$ cat config.mk
export PLATFORM = sky130hd
export DESIGN_NAME = cam_alloc_ctrl
export DESIGN_NICKNAME = d
export VERILOG_FILES = /design/src/rtl/cam_alloc_ctrl.sv
export SDC_FILE = /design/constraint.sdc
export NUM_CORES = 1
export LEC_CHECK = 0
export CORE_MARGIN = 2
export CORE_UTILIZATION = 41
export CTS_BUF_LIST = sky130_fd_sc_hd__clkbuf_16
export DETAILED_ROUTE_END_ITERATION = 10
export PLACE_DENSITY = 0.85
export SLEW_MARGIN = 20
export SYNTH_ARGS = -nofsm -noshare
export SYNTH_HDL_FRONTEND = slang
export SYNTH_SLANG_ARGS = --single-unit
$ cat constraint.sdc
create_clock -name clk -period 2.45 [get_ports clk]
set_input_delay 0.6125 -clock clk [delete_from_list [all_inputs] [get_ports clk]]
set_output_delay 0.6125 -clock clk [all_outputs]
set_load 0.02 [all_outputs]
$ cat src/rtl/cam_alloc_ctrl.sv
// Sequencing controller for a single CAM: duplicate-free insert, invalidate and flush.
// Optional macro CAM_ALLOC_NRU_EN replaces round-robin victim choice with not-recently-used.
module cam_alloc_ctrl #(
    parameter int NUM_ENTRIES = 2,
    parameter int KEY_WIDTH   = 32,
    parameter int INDEX_WIDTH = $clog2(NUM_ENTRIES)
) (
    input  logic                   clk,
    input  logic                   reset,
    input  logic                   req_valid,
    output logic                   req_ready,
    input  logic [1:0]             req_op,
    input  logic [KEY_WIDTH-1:0]   req_key,
    output logic                   resp_valid,
    output logic [INDEX_WIDTH-1:0] resp_idx,
    output logic                   resp_hit,
    output logic                   resp_evict,
    output logic [KEY_WIDTH-1:0]   cam_lookup_key,
    input  logic                   cam_lookup_hit,
    input  logic [INDEX_WIDTH-1:0] cam_lookup_idx,
    output logic                   cam_update_en,
    output logic [KEY_WIDTH-1:0]   cam_update_key,
    output logic [INDEX_WIDTH-1:0] cam_update_idx,
    output logic                   cam_update_valid,
    input  logic                   touch_en,
    input  logic [INDEX_WIDTH-1:0] touch_idx
);

    typedef enum logic [1:0] {
        ST_IDLE  = 2'd0,
        ST_EXEC  = 2'd1,
        ST_FLUSH = 2'd2
    } state_t;

    localparam logic [INDEX_WIDTH-1:0] LAST_IDX = INDEX_WIDTH'(NUM_ENTRIES - 1);
    localparam logic [NUM_ENTRIES-1:0] ONE_HOT0 = NUM_ENTRIES'(1);

    state_t                 r_state;
    logic                   r_ready;
    logic [1:0]             r_op;
    logic [KEY_WIDTH-1:0]   r_key;
    logic [NUM_ENTRIES-1:0] r_valid;
    logic [INDEX_WIDTH-1:0] r_flush_cnt;
    logic                   r_resp_valid;
    logic [INDEX_WIDTH-1:0] r_resp_idx;
    logic                   r_resp_hit;
    logic                   r_resp_evict;

    logic                   w_free_any;
    logic [INDEX_WIDTH-1:0] w_free_idx;
    logic [INDEX_WIDTH-1:0] w_victim_idx;
    logic [INDEX_WIDTH-1:0] w_tgt_idx;
    logic                   w_evict;
    logic                   w_upd_en;
    logic [KEY_WIDTH-1:0]   w_upd_key;
    logic [INDEX_WIDTH-1:0] w_upd_idx;
    logic                   w_upd_valid;
    logic                   w_is_insert;
    logic                   w_is_inval_hit;

    assign w_is_insert    = (r_state == ST_EXEC) && (r_op == 2'd0);
    assign w_is_inval_hit = (r_state == ST_EXEC) && (r_op == 2'd1) && cam_lookup_hit;

`ifdef CAM_ALLOC_NRU_EN
    logic [NUM_ENTRIES-1:0] r_used;
    logic [NUM_ENTRIES-1:0] w_used_set;
    logic [NUM_ENTRIES-1:0] w_used_clr;
    logic [NUM_ENTRIES-1:0] w_used_nxt;

    // Victim is the lowest slot not used since the last saturation.
    always_comb begin
        w_victim_idx = {INDEX_WIDTH{1'b0}};
        for (int i = NUM_ENTRIES - 1; i >= 0; i--) begin
            if (!r_used[i]) begin
                w_victim_idx = INDEX_WIDTH'(i);
            end else begin
                w_victim_idx = w_victim_idx;
            end
        end
    end

    // Set/clear masks; saturation keeps only the bits being set this cycle.
    always_comb begin
        w_used_set = (touch_en ? (ONE_HOT0 << touch_idx) : {NUM_ENTRIES{1'b0}})
                   | (w_is_insert ? (ONE_HOT0 << w_tgt_idx) : {NUM_ENTRIES{1'b0}});
        w_used_clr = w_is_inval_hit ? (ONE_HOT0 << cam_lookup_idx) : {NUM_ENTRIES{1'b0}};
        w_used_nxt = (r_used & ~w_used_clr) | w_used_set;
        if (&w_used_nxt) begin
            w_used_nxt = w_used_set;
        end else begin
            w_used_nxt = w_used_nxt;
        end
    end

    // Usage tracking; a completed flush starts every slot as unused.
    always_ff @(posedge clk) begin
        if (reset) begin
            r_used <= {NUM_ENTRIES{1'b0}};
        end else if (r_state == ST_FLUSH) begin
            r_used <= {NUM_ENTRIES{1'b0}};
        end else begin
            r_used <= w_used_nxt;
        end
    end
`else
    logic [INDEX_WIDTH-1:0] r_victim_ptr;
    logic                   w_unused_touch;

    assign w_unused_touch = ^{touch_en, touch_idx};
    assign w_victim_idx   = r_victim_ptr;

    // Round-robin pointer moves only when an eviction actually happens.
    always_ff @(posedge clk) begin
        if (reset) begin
            r_victim_ptr <= {INDEX_WIDTH{1'b0}};
        end else if (r_state == ST_FLUSH) begin
            r_victim_ptr <= {INDEX_WIDTH{1'b0}};
        end else if (w_is_insert && w_evict) begin
            r_victim_ptr <= (r_victim_ptr == LAST_IDX) ? {INDEX_WIDTH{1'b0}} : r_victim_ptr + 1'b1;
        end else begin
            r_victim_ptr <= r_victim_ptr;
        end
    end
`endif

    // Lowest free slot from the shadow valid bits.
    always_comb begin
        w_free_any = 1'b0;
        w_free_idx = {INDEX_WIDTH{1'b0}};
        for (int i = NUM_ENTRIES - 1; i >= 0; i--) begin
            if (!r_valid[i]) begin
                w_free_any = 1'b1;
                w_free_idx = INDEX_WIDTH'(i);
            end else begin
                w_free_idx = w_free_idx;
            end
        end
    end

    // Insert target priority: existing slot, lowest free slot, victim.
    always_comb begin
        w_evict = 1'b0;
        if (cam_lookup_hit) begin
            w_tgt_idx = cam_lookup_idx;
        end else if (w_free_any) begin
            w_tgt_idx = w_free_idx;
        end else begin
            w_tgt_idx = w_victim_idx;
            w_evict   = 1'b1;
        end
    end

    // CAM update port; depends on the same-cycle lookup result during EXEC.
    always_comb begin
        w_upd_en    = 1'b0;
        w_upd_key   = {KEY_WIDTH{1'b0}};
        w_upd_idx   = {INDEX_WIDTH{1'b0}};
        w_upd_valid = 1'b0;
        case (r_state)
            ST_EXEC: begin
                if (w_is_insert) begin
                    w_upd_en    = 1'b1;
                    w_upd_key   = r_key;
                    w_upd_idx   = w_tgt_idx;
                    w_upd_valid = 1'b1;
                end else if (w_is_inval_hit) begin
                    w_upd_en  = 1'b1;
                    w_upd_key = r_key;
                    w_upd_idx = cam_lookup_idx;
                end else begin
                    w_upd_en = 1'b0;
                end
            end
            ST_FLUSH: begin
                w_upd_en  = 1'b1;
                w_upd_idx = r_flush_cnt;
            end
            default: begin
                w_upd_en = 1'b0;
            end
        endcase
    end

    assign cam_update_en    = w_upd_en;
    assign cam_update_key   = w_upd_key;
    assign cam_update_idx   = w_upd_idx;
    assign cam_update_valid = w_upd_valid;
    assign cam_lookup_key   = r_key;
    assign req_ready        = r_ready;
    assign resp_valid       = r_resp_valid;
    assign resp_idx         = r_resp_idx;
    assign resp_hit         = r_resp_hit;
    assign resp_evict       = r_resp_evict;

    // Main sequencer, shadow valids and response registers.
    always_ff @(posedge clk) begin
        if (reset) begin
            r_state      <= ST_IDLE;
            r_ready      <= 1'b1;
            r_op         <= 2'd0;
            r_key        <= {KEY_WIDTH{1'b0}};
            r_valid      <= {NUM_ENTRIES{1'b0}};
            r_flush_cnt  <= {INDEX_WIDTH{1'b0}};
            r_resp_valid <= 1'b0;
            r_resp_idx   <= {INDEX_WIDTH{1'b0}};
            r_resp_hit   <= 1'b0;
            r_resp_evict <= 1'b0;
        end else begin
            r_resp_valid <= 1'b0;
            if (w_upd_en) begin
                r_valid[w_upd_idx] <= w_upd_valid;
            end
            case (r_state)
                ST_IDLE: begin
                    if (req_valid) begin
                        r_op        <= req_op;
                        r_key       <= req_key;
                        r_ready     <= 1'b0;
                        r_flush_cnt <= {INDEX_WIDTH{1'b0}};
                        r_state     <= (req_op == 2'd2) ? ST_FLUSH : ST_EXEC;
                    end
                end
                ST_EXEC: begin
                    r_state      <= ST_IDLE;
                    r_ready      <= 1'b1;
                    r_resp_valid <= 1'b1;
                    r_resp_hit   <= (r_op == 2'd0 || r_op == 2'd1) && cam_lookup_hit;
                    r_resp_evict <= w_is_insert && w_evict;
                    r_resp_idx   <= w_is_insert    ? w_tgt_idx :
                                    w_is_inval_hit ? cam_lookup_idx : {INDEX_WIDTH{1'b0}};
                end
                ST_FLUSH: begin
                    r_flush_cnt <= r_flush_cnt + 1'b1;
                    if (r_flush_cnt == LAST_IDX) begin
                        r_state      <= ST_IDLE;
                        r_ready      <= 1'b1;
                        r_valid      <= {NUM_ENTRIES{1'b0}};
                        r_resp_valid <= 1'b1;
                        r_resp_hit   <= 1'b0;
                        r_resp_evict <= 1'b0;
                        r_resp_idx   <= {INDEX_WIDTH{1'b0}};
                    end
                end
                default: begin
                    r_state <= ST_IDLE;
                    r_ready <= 1'b1;
                end
            endcase
        end
    end

endmodule

=== Word-level counts from Yosys, hierarchy flattened ===
Index checks and enable logic that the tools add are counted.

* Memory bits (read-only): 0
* Bits of input ports: 41
* Memories: 0
* RAM bits: 0
* Bits in latches: 0
* Bits in registers: 45
* Output and inout bits: 72

* Magnitude comparators: 2
* Shift-type cells: 0
* Bitwise operators: 0
* Equal/unequal tests: 6
* Divide/modulo/power cells: 0
* Mux-type cells: 39
* Reductions and logical operators: 16
* Multipliers: 0
* Add/sub/neg operators: 2

{| class="wikitable"
|+ Operators with widths
! kind !! count
|-
| $mux W32 || 3
|-
| $mux W1 || 19
|-
| $pmux W1 S2 || 8
|-
| $mux W2 || 6
|-
| $reduce_and A2 Y1 || 4
|-
| $logic_and A1 B1 Y1 || 6
|-
| $eq A2 B1 Y1 const B || 2
|-
| $eq A2 B2 Y1 const B || 2
|-
| $logic_not A2 Y1 || 2
|-
| $ne A2 B2 Y1 const B || 2
|-
| $pmux W2 S2 || 1
|-
| $reduce_bool A2 Y1 || 2
|-
| $add A1 B1 Y1 const B || 2
|-
| $bwmux W2 || 1
|-
| $lt A1 B2 Y1 const B || 1
|-
| $reduce_or A2 Y1 || 1
|-
| $demux W1 S1 || 1
|-
| $ge A1 B1 Y1 const B || 1
|-
| $logic_or A1 B1 Y1 || 1
|}

=== Depth between registers and ports, before layout ===
Gate-level depths: netlist (run 1).

* Word-level depth: 14
* Gate-level depth with buffers: 7
* Mapped depth without buffers: 6

=== Worst setup path before layout (run 1) ===
OpenSTA, ideal clock, no wires.

* Path type: reg-to-output
* Start: reg r_state[1]
* End: out cam_update_idx
* Required time: 1837 ps
* Data arrival time: 1523 ps
* Buffers on the path: 0
* Path slack: 314 ps
* Cell stages (with the launch flop): 7
* Path through: dfxtp_1 inv_1 ha_1 nor3b_4 and3_1 a211oi_1 nor2b_1

* Longest elaborated chain between the ends: 6
* Elaborated cells between the ends (all ways): 8
* Classes of those cells: 2 x eq/ne; 3 x mux; 3 x reduce/logical

{| class="wikitable"
|+ RTL lines
! item !! RTL line !! RTL
|-
| start: declaration || 38 || <nowiki>state_t r_state;</nowiki>
|-
| start signal: assignment || 220 || <nowiki>r_state <= (req_op == 2'd2) ? ST_FLUSH : ST_EXEC;</nowiki>
|-
| $eq A2 B1 Y1 || 61, 62, 159 ||
|-
| $logic_and A1 B1 Y1 (2 in series) || 62 || <nowiki>assign w_is_inval_hit = (r_state == ST_EXEC) && (r_op == 2'd1) && cam_lookup_hit;</nowiki>
|-
| $mux W1 || 166 || <nowiki>end else if (w_is_inval_hit) begin</nowiki>
|-
| $mux W1 || 161 || <nowiki>if (w_is_insert) begin</nowiki>
|-
| $pmux W1 S2 * || 159 || <nowiki>case (r_state)</nowiki>
|-
| end: declaration || 23 || <nowiki>output logic [INDEX_WIDTH-1:0] cam_update_idx,</nowiki>
|}

Every way passes the cells marked *; elsewhere a longest branch is shown, timed or not.

=== Final worst setup path (run 1) ===
* Start: in cam_lookup_hit
* End: out cam_update_key[25]

* Longest elaborated chain between the ends: 4

{| class="wikitable"
|+ RTL lines
! item !! RTL line !! RTL
|-
| start: declaration || 19 || <nowiki>input logic cam_lookup_hit,</nowiki>
|-
| $logic_and A1 B1 Y1 || 62 ||
|-
| $mux W32 || 166 ||
|-
| $mux W32 || 161 ||
|-
| $mux W32 || 159 ||
|-
| end: declaration || 22 || <nowiki>output logic [KEY_WIDTH-1:0] cam_update_key,</nowiki>
|}

No other way between the ends.

==> impl_metrics.py, run 1 <==
metrics = {
    "finish": {
        "final_nets": 411,
        "area_growth_pct": 58.7,
        "n_antenna_cell": 0,
        "instances_no_fill": 434,
        "drive_gt1_frac": 0.169,
    },
    "critical_path": {
        "crit_path_end_kind": "primary output",
        "criticalPathCategory": "in2out",
        "rr_startpoint": "r_state[0]",
        "cp_max_fo": 10,
        "worst_r2r_endpoint": "resp_hit",
        "crit_required_ps": 1840,
        "regToRegSetupSlack_ps": 960,
        "worst_r2r_path_depth": 6,
        "startpoint_type": "input pin",
        "cp.arrival_ps": 1810,
    },
    "clock_network": {
        "post-cts-setup-buffers": 0,
        "clkLatencyLatePin_ps": 270,
        "cts-root-buf": "clkbuf_16",
        "htree_num_levels": 2,
        "clock-sinks": 45,
        "clockBufferDepth": 2,
        "postCtsHoldBufs": 0,
        "cts_tree": "yes",
        "cts_buffers": 5,
        "cts.clk_slew.worst_paths_ps": 60,
    },
    "detailed_routing": {
        "wl_per_cell_um": 12.7,
        "drtIter0Drc": 77,
        "ant_nets": 0,
        "drt-pass1-iter-count": 4,
        "drc_errors": 0,
        "vias": 2064,
        "drt-total-wl_um": 5530,
        "vias_per_cell": 4.76,
    },
    "min_path": {
        "hold_depth": 2,
        "holdCritPathClass": "reg2reg",
        "whs_endpoint": "resp_evict",
        "min_from": "resp_evict",
    },
    "yosys": {
        "ys_seq_elements": 45,
        "syn-num-nets": 299,
        "syn_area_um2": 2020,
        "async_flop_share": 0,
        "syn_area_per_cell_um2": 7.92,
        "synth_seq_area_share": 0.446,
        "synth.distinct_cells": 34,
        "yosys_warnings": 0,
        "ys.flop_type": "dfxtp_1",
        "synthCells": 255,
        "synth_edf_count": 0,
    },
    "sta": {
        "layout_setup_ws_ps": 28.1,
        "fmaxAchievable_mhz": 413,
        "worst_pin_slew_ps": 310,
        "hold_viol_final": 0,
        "fin_crit_ps": 2420,
        "slew_viol_final": 0,
        "slew_headroom": 0.792,
        "period_share": 0.989,
        "rsz0062_at_grt": "false",
        "finClkSkew_ps": 3.25,
        "setup_viol": 0,
        "whs_ps": 450,
    },
    "power": {
        "powerDensity_nw_per_um2": 568,
        "total_power_uw": 1820,
        "p_leak_uw": 0.00135,
        "vdd_drop_max_mv": 0.414,
    },
    "floorplanning": {
        "initial_core_util": 0.428,
        "io_pins": 113,
        "die_w_um": 74.2,
        "dieArea_um2": 5500,
        "die_y_um": 74.2,
        "core_um2": 4720,
        "rows": 25,
    },
    "status": {
        "status": "complete, no violations",
    },
    "grt": {
        "grt_pass1_vias": 1887,
        "grt.total_usage": 0.196,
        "grt_max_degree": 36,
        "grt_pass1_wl_um": 8370,
        "grt-ovfl-total": 0,
        "antenna_found_initial": 0,
    },
    "flow_run": {
        "maxCapViolCount": 0,
    },
    "placement": {
        "place_hpwl_um": 4070,
        "preCtsSetupSlack_ps": -583,
        "dp_cells": 426,
        "port_buffers": 110,
        "place_congestion": 0.811,
    },
}
==> timing repair <==
action                                  CTS  global route
endpoints found under the setup margin   35            23
gates cloned                              1             0
pin swaps                                 0             0
resized for setup                       112            25
==> cells in the final DEF, fill, tap and decap left out, types with 2 or more instances in the layout <==
master | Yosys | final
clkbuf_2 | 0 | 6
inv_1 | 3 | 4
buf_2 | 2 | 26
dfxtp_1 | 45 | 45
dlygate4sd2_1 | 0 | 2
buf_6 | 4 | 2
a32oi_1 | 3 | 3
ha_1 | 3 | 2
clkdlybuf4s15_2 | 0 | 2
nor2_1 | 5 | 5
nand2b_1 | 6 | 6
and2_1 | 33 | 33
buf_4 | 3 | 8
nor2b_1 | 3 | 3
a21oi_1 | 39 | 39
buf_12 | 0 | 2
nand2_1 | 77 | 77
clkbuf_16 | 0 | 5
nand3_1 | 2 | 2
clkdlybuf4s50_1 | 0 | 74
==> kinds of logic (layout without fill, tap and decap cells) <==
group | after synthesis | count (layout) | synth area share
AND/OR/NAND/NOR | 137 | 137 | 0.335
adder cells (fa/ha/maj) | 3 | 3 | 0.0186
AO/OA/AOI/OAI | 48 | 48 | 0.133
buffers and inverters | 20 | 132 | 0.0589
flip-flops | 45 | 45 | 0.446
XOR/XNOR | 1 | 1 | 0.00434
multiplexers | 1 | 1 | 0.00496
==> final cells by class <==
cell class / count / area (um^2)
flip-flops and latches: 45 / 901
fillers: 418 / 1520
clock inverters: 2 / 7.51
clock buffers: 5 / 125
multi-input cells: 190 / 1010
repair buffers: 122 / 1060
inverters: 3 / 11.3
well taps: 67 / 83.8
==> how the worst max path moves through the flow <==
stage	slack, ps	start	endpoint
global placement	-510	cam_lookup_hit	cam_update_key[19]
floorplan	310	r_state[1]	cam_update_idx
CTS	0.4	cam_lookup_hit	cam_update_key[6]
global route	8	cam_lookup_hit	cam_update_key[25]
detailed placement	-580	cam_lookup_hit	cam_update_key[16]
finish	30	cam_lookup_hit	cam_update_key[25]
==> Yosys cell counts (2+ instances only) <==
cell / number / area (um^2)
a32oi_1: 3 / 26.3
nor2_1: 5 / 18.8
clkbuf_1: 6 / 22.5
and2_1: 33 / 206
nor2b_1: 3 / 18.8
nand2_1: 77 / 289
nand3_1: 2 / 10.0
buf_2: 2 / 10.0
inv_1: 3 / 11.3
and3_1: 2 / 12.5
dfxtp_1: 45 / 901
buf_1: 2 / 7.51
a21oi_1: 39 / 195
ha_1: 3 / 37.5
buf_6: 4 / 45.0
buf_4: 3 / 22.5
nand2b_1: 6 / 37.5
==> sequential cells by signal (all words and copies together) (netlist names) <==
name and flops:
r_valid 2, resp_valid 1, r_op 2, r_victim_ptr 1, req_ready 1, resp_evict 1, cam_lookup_key 32, r_state 2
r_flush_cnt 1, resp_hit 1, resp_idx 1
==> power breakdown <==
group	switching [uW]	leakage (uW)	internal [uW]
sequential	32.9	0.000369	776
clock	246	0.0000685	364
combinational	203	0.000911	199
==> per-layer routing <==
metal	vias to the layer above	share of wire	track usage
met5	-	0	0
met4	0	0.019	0.0727
met3	9	0.062	0.0556
met2	67	0.52	0.349
met1	944	0.40	0.221
li1	1044	-	-
==> stage by stage <==
step / util / cell area [um^2] / TNS (ps)
after global routing: 0.679 / 3210 / 0
after global placement: 0.678 / 3200 / -17020
after floorplan: - / 2020 / 0
after CTS: 0.704 / 3320 / 0
after detailed placement: 0.678 / 3200 / -17770
final: 0.679 / 3210 / 0
==> critical path, stage by stage <==
cell	delay (ps)
dlygate4sd2_1	260
nand2b_1	140
and3_2	250
buf_6	150
and2_1	150
clkdlybuf4s15_2	240
(Power assumes the default switching activity.)
==> inputs of run 2 (changes only) <==
--- a/config.mk
+++ b/config.mk
@@ -10,6 +10,7 @@
 export CTS_BUF_LIST = sky130_fd_sc_hd__clkbuf_16
 export DETAILED_ROUTE_END_ITERATION = 10
 export PLACE_DENSITY = 0.85
+export SKIP_CTS_REPAIR_TIMING = 1
 export SLEW_MARGIN = 20
 export SYNTH_ARGS = -nofsm -noshare
 export SYNTH_HDL_FRONTEND = slang
==> run 2 against run 1 <==
Effect of this change:
- critical endpoint is now cam_update_idx
- largest power group unchanged
- via count decreased by 0.44%
- combinational power rose by 1%
- first-iteration DRC count down 18%
- clock-buffer cell count is the same
- sequential cell count unchanged
- final area is 0.82% higher
- critical path depth increased by 1
- sequential power is essentially flat
==> impl_metrics.py, run 2 (synthesis results as in run 1) <==
metrics = {
    "status": {
        "status": "complete, no violations",
    },
    "power": {
        "combPwrFrac": 0.223,
        "switching_share": 0.265,
        "p_leak_uw": 0.00138,
        "clockPowerShare": 0.336,
        "powerDensity_nw_per_um2": 566,
        "vdd_drop_max_mv": 0.415,
        "p_int_uw": 1340,
        "seq_power_share": 0.442,
        "power_switching_uw": 486,
    },
    "detailed_routing": {
        "drt-pass1-iter-count": 3,
        "drt-total-wl_um": 5510,
        "ant_nets": 0,
        "drc_errors": 0,
        "vias_per_cell": 4.74,
        "vias": 2055,
        "wl_per_cell_um": 12.7,
        "drtIter0Drc": 63,
    },
    "finish": {
        "largest_reg_flops": 32,
        "final_util": 0.684,
        "final_cell_area_um2": 3230,
        "area_growth_pct": 60.0,
        "final_common_cell": "nand2_1",
        "final_cell_mix": "nand2_1, clkdlybuf4s50_1, dfxtp_1, a21oi_1, and2_1",
        "drive_gt1_frac": 0.161,
        "final_nets": 411,
        "n_antenna_cell": 0,
    },
    "critical_path": {
        "cp_max_fo": 4,
        "criticalPathCategory": "reg2out",
        "cp.arrival_ps": 1720,
        "startpoint_type": "flip-flop",
        "crit_required_ps": 1840,
        "crit_path_end_kind": "primary output",
        "rr_startpoint": "r_state[0]",
        "crit_start": "r_state[1]",
    },
    "floorplanning": {
        "io_pins": 113,
        "die_w_um": 74.2,
        "dieArea_um2": 5500,
        "rows": 25,
        "core_um2": 4720,
        "die_y_um": 74.2,
        "initial_core_util": 0.428,
    },
    "sta": {
        "slew_headroom": 0.793,
        "layout_setup_ws_ps": 120,
        "worst_pin_slew_ps": 310,
        "slew_viol_final": 0,
        "fmaxAchievable_mhz": 429,
        "fin_crit_ps": 2330,
        "period_share": 0.951,
        "hold_viol_final": 0,
        "finClkSkew_ps": 4.98,
        "setup_viol": 0,
    },
    "placement": {
        "dpl_cell_area_um2": 3200,
        "place_congestion": 0.811,
        "preCtsSetupSlack_ps": -583,
        "place_hpwl_um": 4070,
        "port_buffers": 110,
    },
    "grt": {
        "grt-ovfl-total": 0,
        "grt.total_usage": 0.192,
        "antenna_found_initial": 0,
        "grt_pass1_vias": 1880,
        "grt_max_degree": 36,
        "grt_pass1_wl_um": 8290,
    },
    "min_path": {
        "holdCritPathClass": "reg2reg",
        "min_from": "resp_evict",
    },
    "clock_network": {
        "cts.clk_slew.worst_paths_ps": 60,
        "cts-root-buf": "clkbuf_16",
        "clock-sinks": 45,
        "cts_tree": "yes",
        "clockBufferDepth": 2,
        "cts_buffers": 5,
        "clkLatencyLatePin_ps": 280,
        "htree_num_levels": 2,
    },
    "flow_run": {
        "maxCapViolCount": 0,
    },
}
run 2: cell count changes in the layout (fill, tap and decap cells not counted), moves of 2 or more:
cell and change:
dlygate4sd2_1 -2, clkdlybuf4s15_2 -2, buf_4 +7, buf_2 -19, dlymetal6s2s_1 +3, clkbuf_2 +12
run 2: power by group through the flow:
stage	clock network [uW]	logic, uW	registers, uW
3_5_place_dp	0	410	825
4_1_cts	619	412	809
2_1_floorplan	0	167	865
5_1_grt	653	441	814
3_3_place_gp	0	404	822
6_report	615	407	808
run 2: layout make-up:
cell class                      count  area, um^2
Clock buffer                        5         125
Clock inverter                      2        7.51
Fill cell                         412        1490
Inverter                            3        11.3
Multi-Input combinational cell    190        1010
Sequential cell                    45         901
Tap cell                           67        83.8
Timing Repair Buffer              122        1090
run 2: final timing paths:
check                                       to  slack, ps  cells after the start
worst max-delay path            cam_update_idx        120                      7
worst min-delay path                resp_evict        450                      2
worst max register to register        resp_hit        950                      6
worst min register to register      resp_evict        450                      2
run 2: worst max-delay path: stages (launching register included):
cell and delay, ps:
dfxtp_1 350, inv_1 70, ha_1 220, nor3b_4 170
and3_1 180, a211oi_2 190, nor2b_1 60, dlymetal6s2s_1 200
run 2: routing by layer:
metal,GRT usage,vias up,share of wire
li1,-,1050,-
met1,0.219,931,0.42
met2,0.335,65,0.50
met3,0.0569,9,0.061
met4,0.0768,0,0.018
met5,0,-,0
run 2: per-stage QoR:
| step | hold WS (ps) | power [uW] | TNS (ps) | instances |
|---|---|---|---|---|
| after floorplan | 433 | 1030 | 0 | 255 |
| after global placement | 442 | 1230 | -17020 | 426 |
| after detailed placement | 448 | 1230 | -17770 | 426 |
| after CTS | 455 | 1840 | -18110 | 433 |
| after global routing | 480 | 1910 | -24.9 | 434 |
| final | 451 | 1830 | 0 | 434 |
==> inputs of run 3 (changes only) <==
--- a/config.mk
+++ b/config.mk
@@ -8,6 +8,7 @@
 export CORE_MARGIN = 2
 export CORE_UTILIZATION = 41
 export CTS_BUF_LIST = sky130_fd_sc_hd__clkbuf_16
+export CTS_CLUSTER_DIAMETER = 50
 export DETAILED_ROUTE_END_ITERATION = 10
 export PLACE_DENSITY = 0.85
 export SKIP_CTS_REPAIR_TIMING = 1
==> results of run 3 <==
The final DEF is identical to that of run 2; final timing and power are the same.
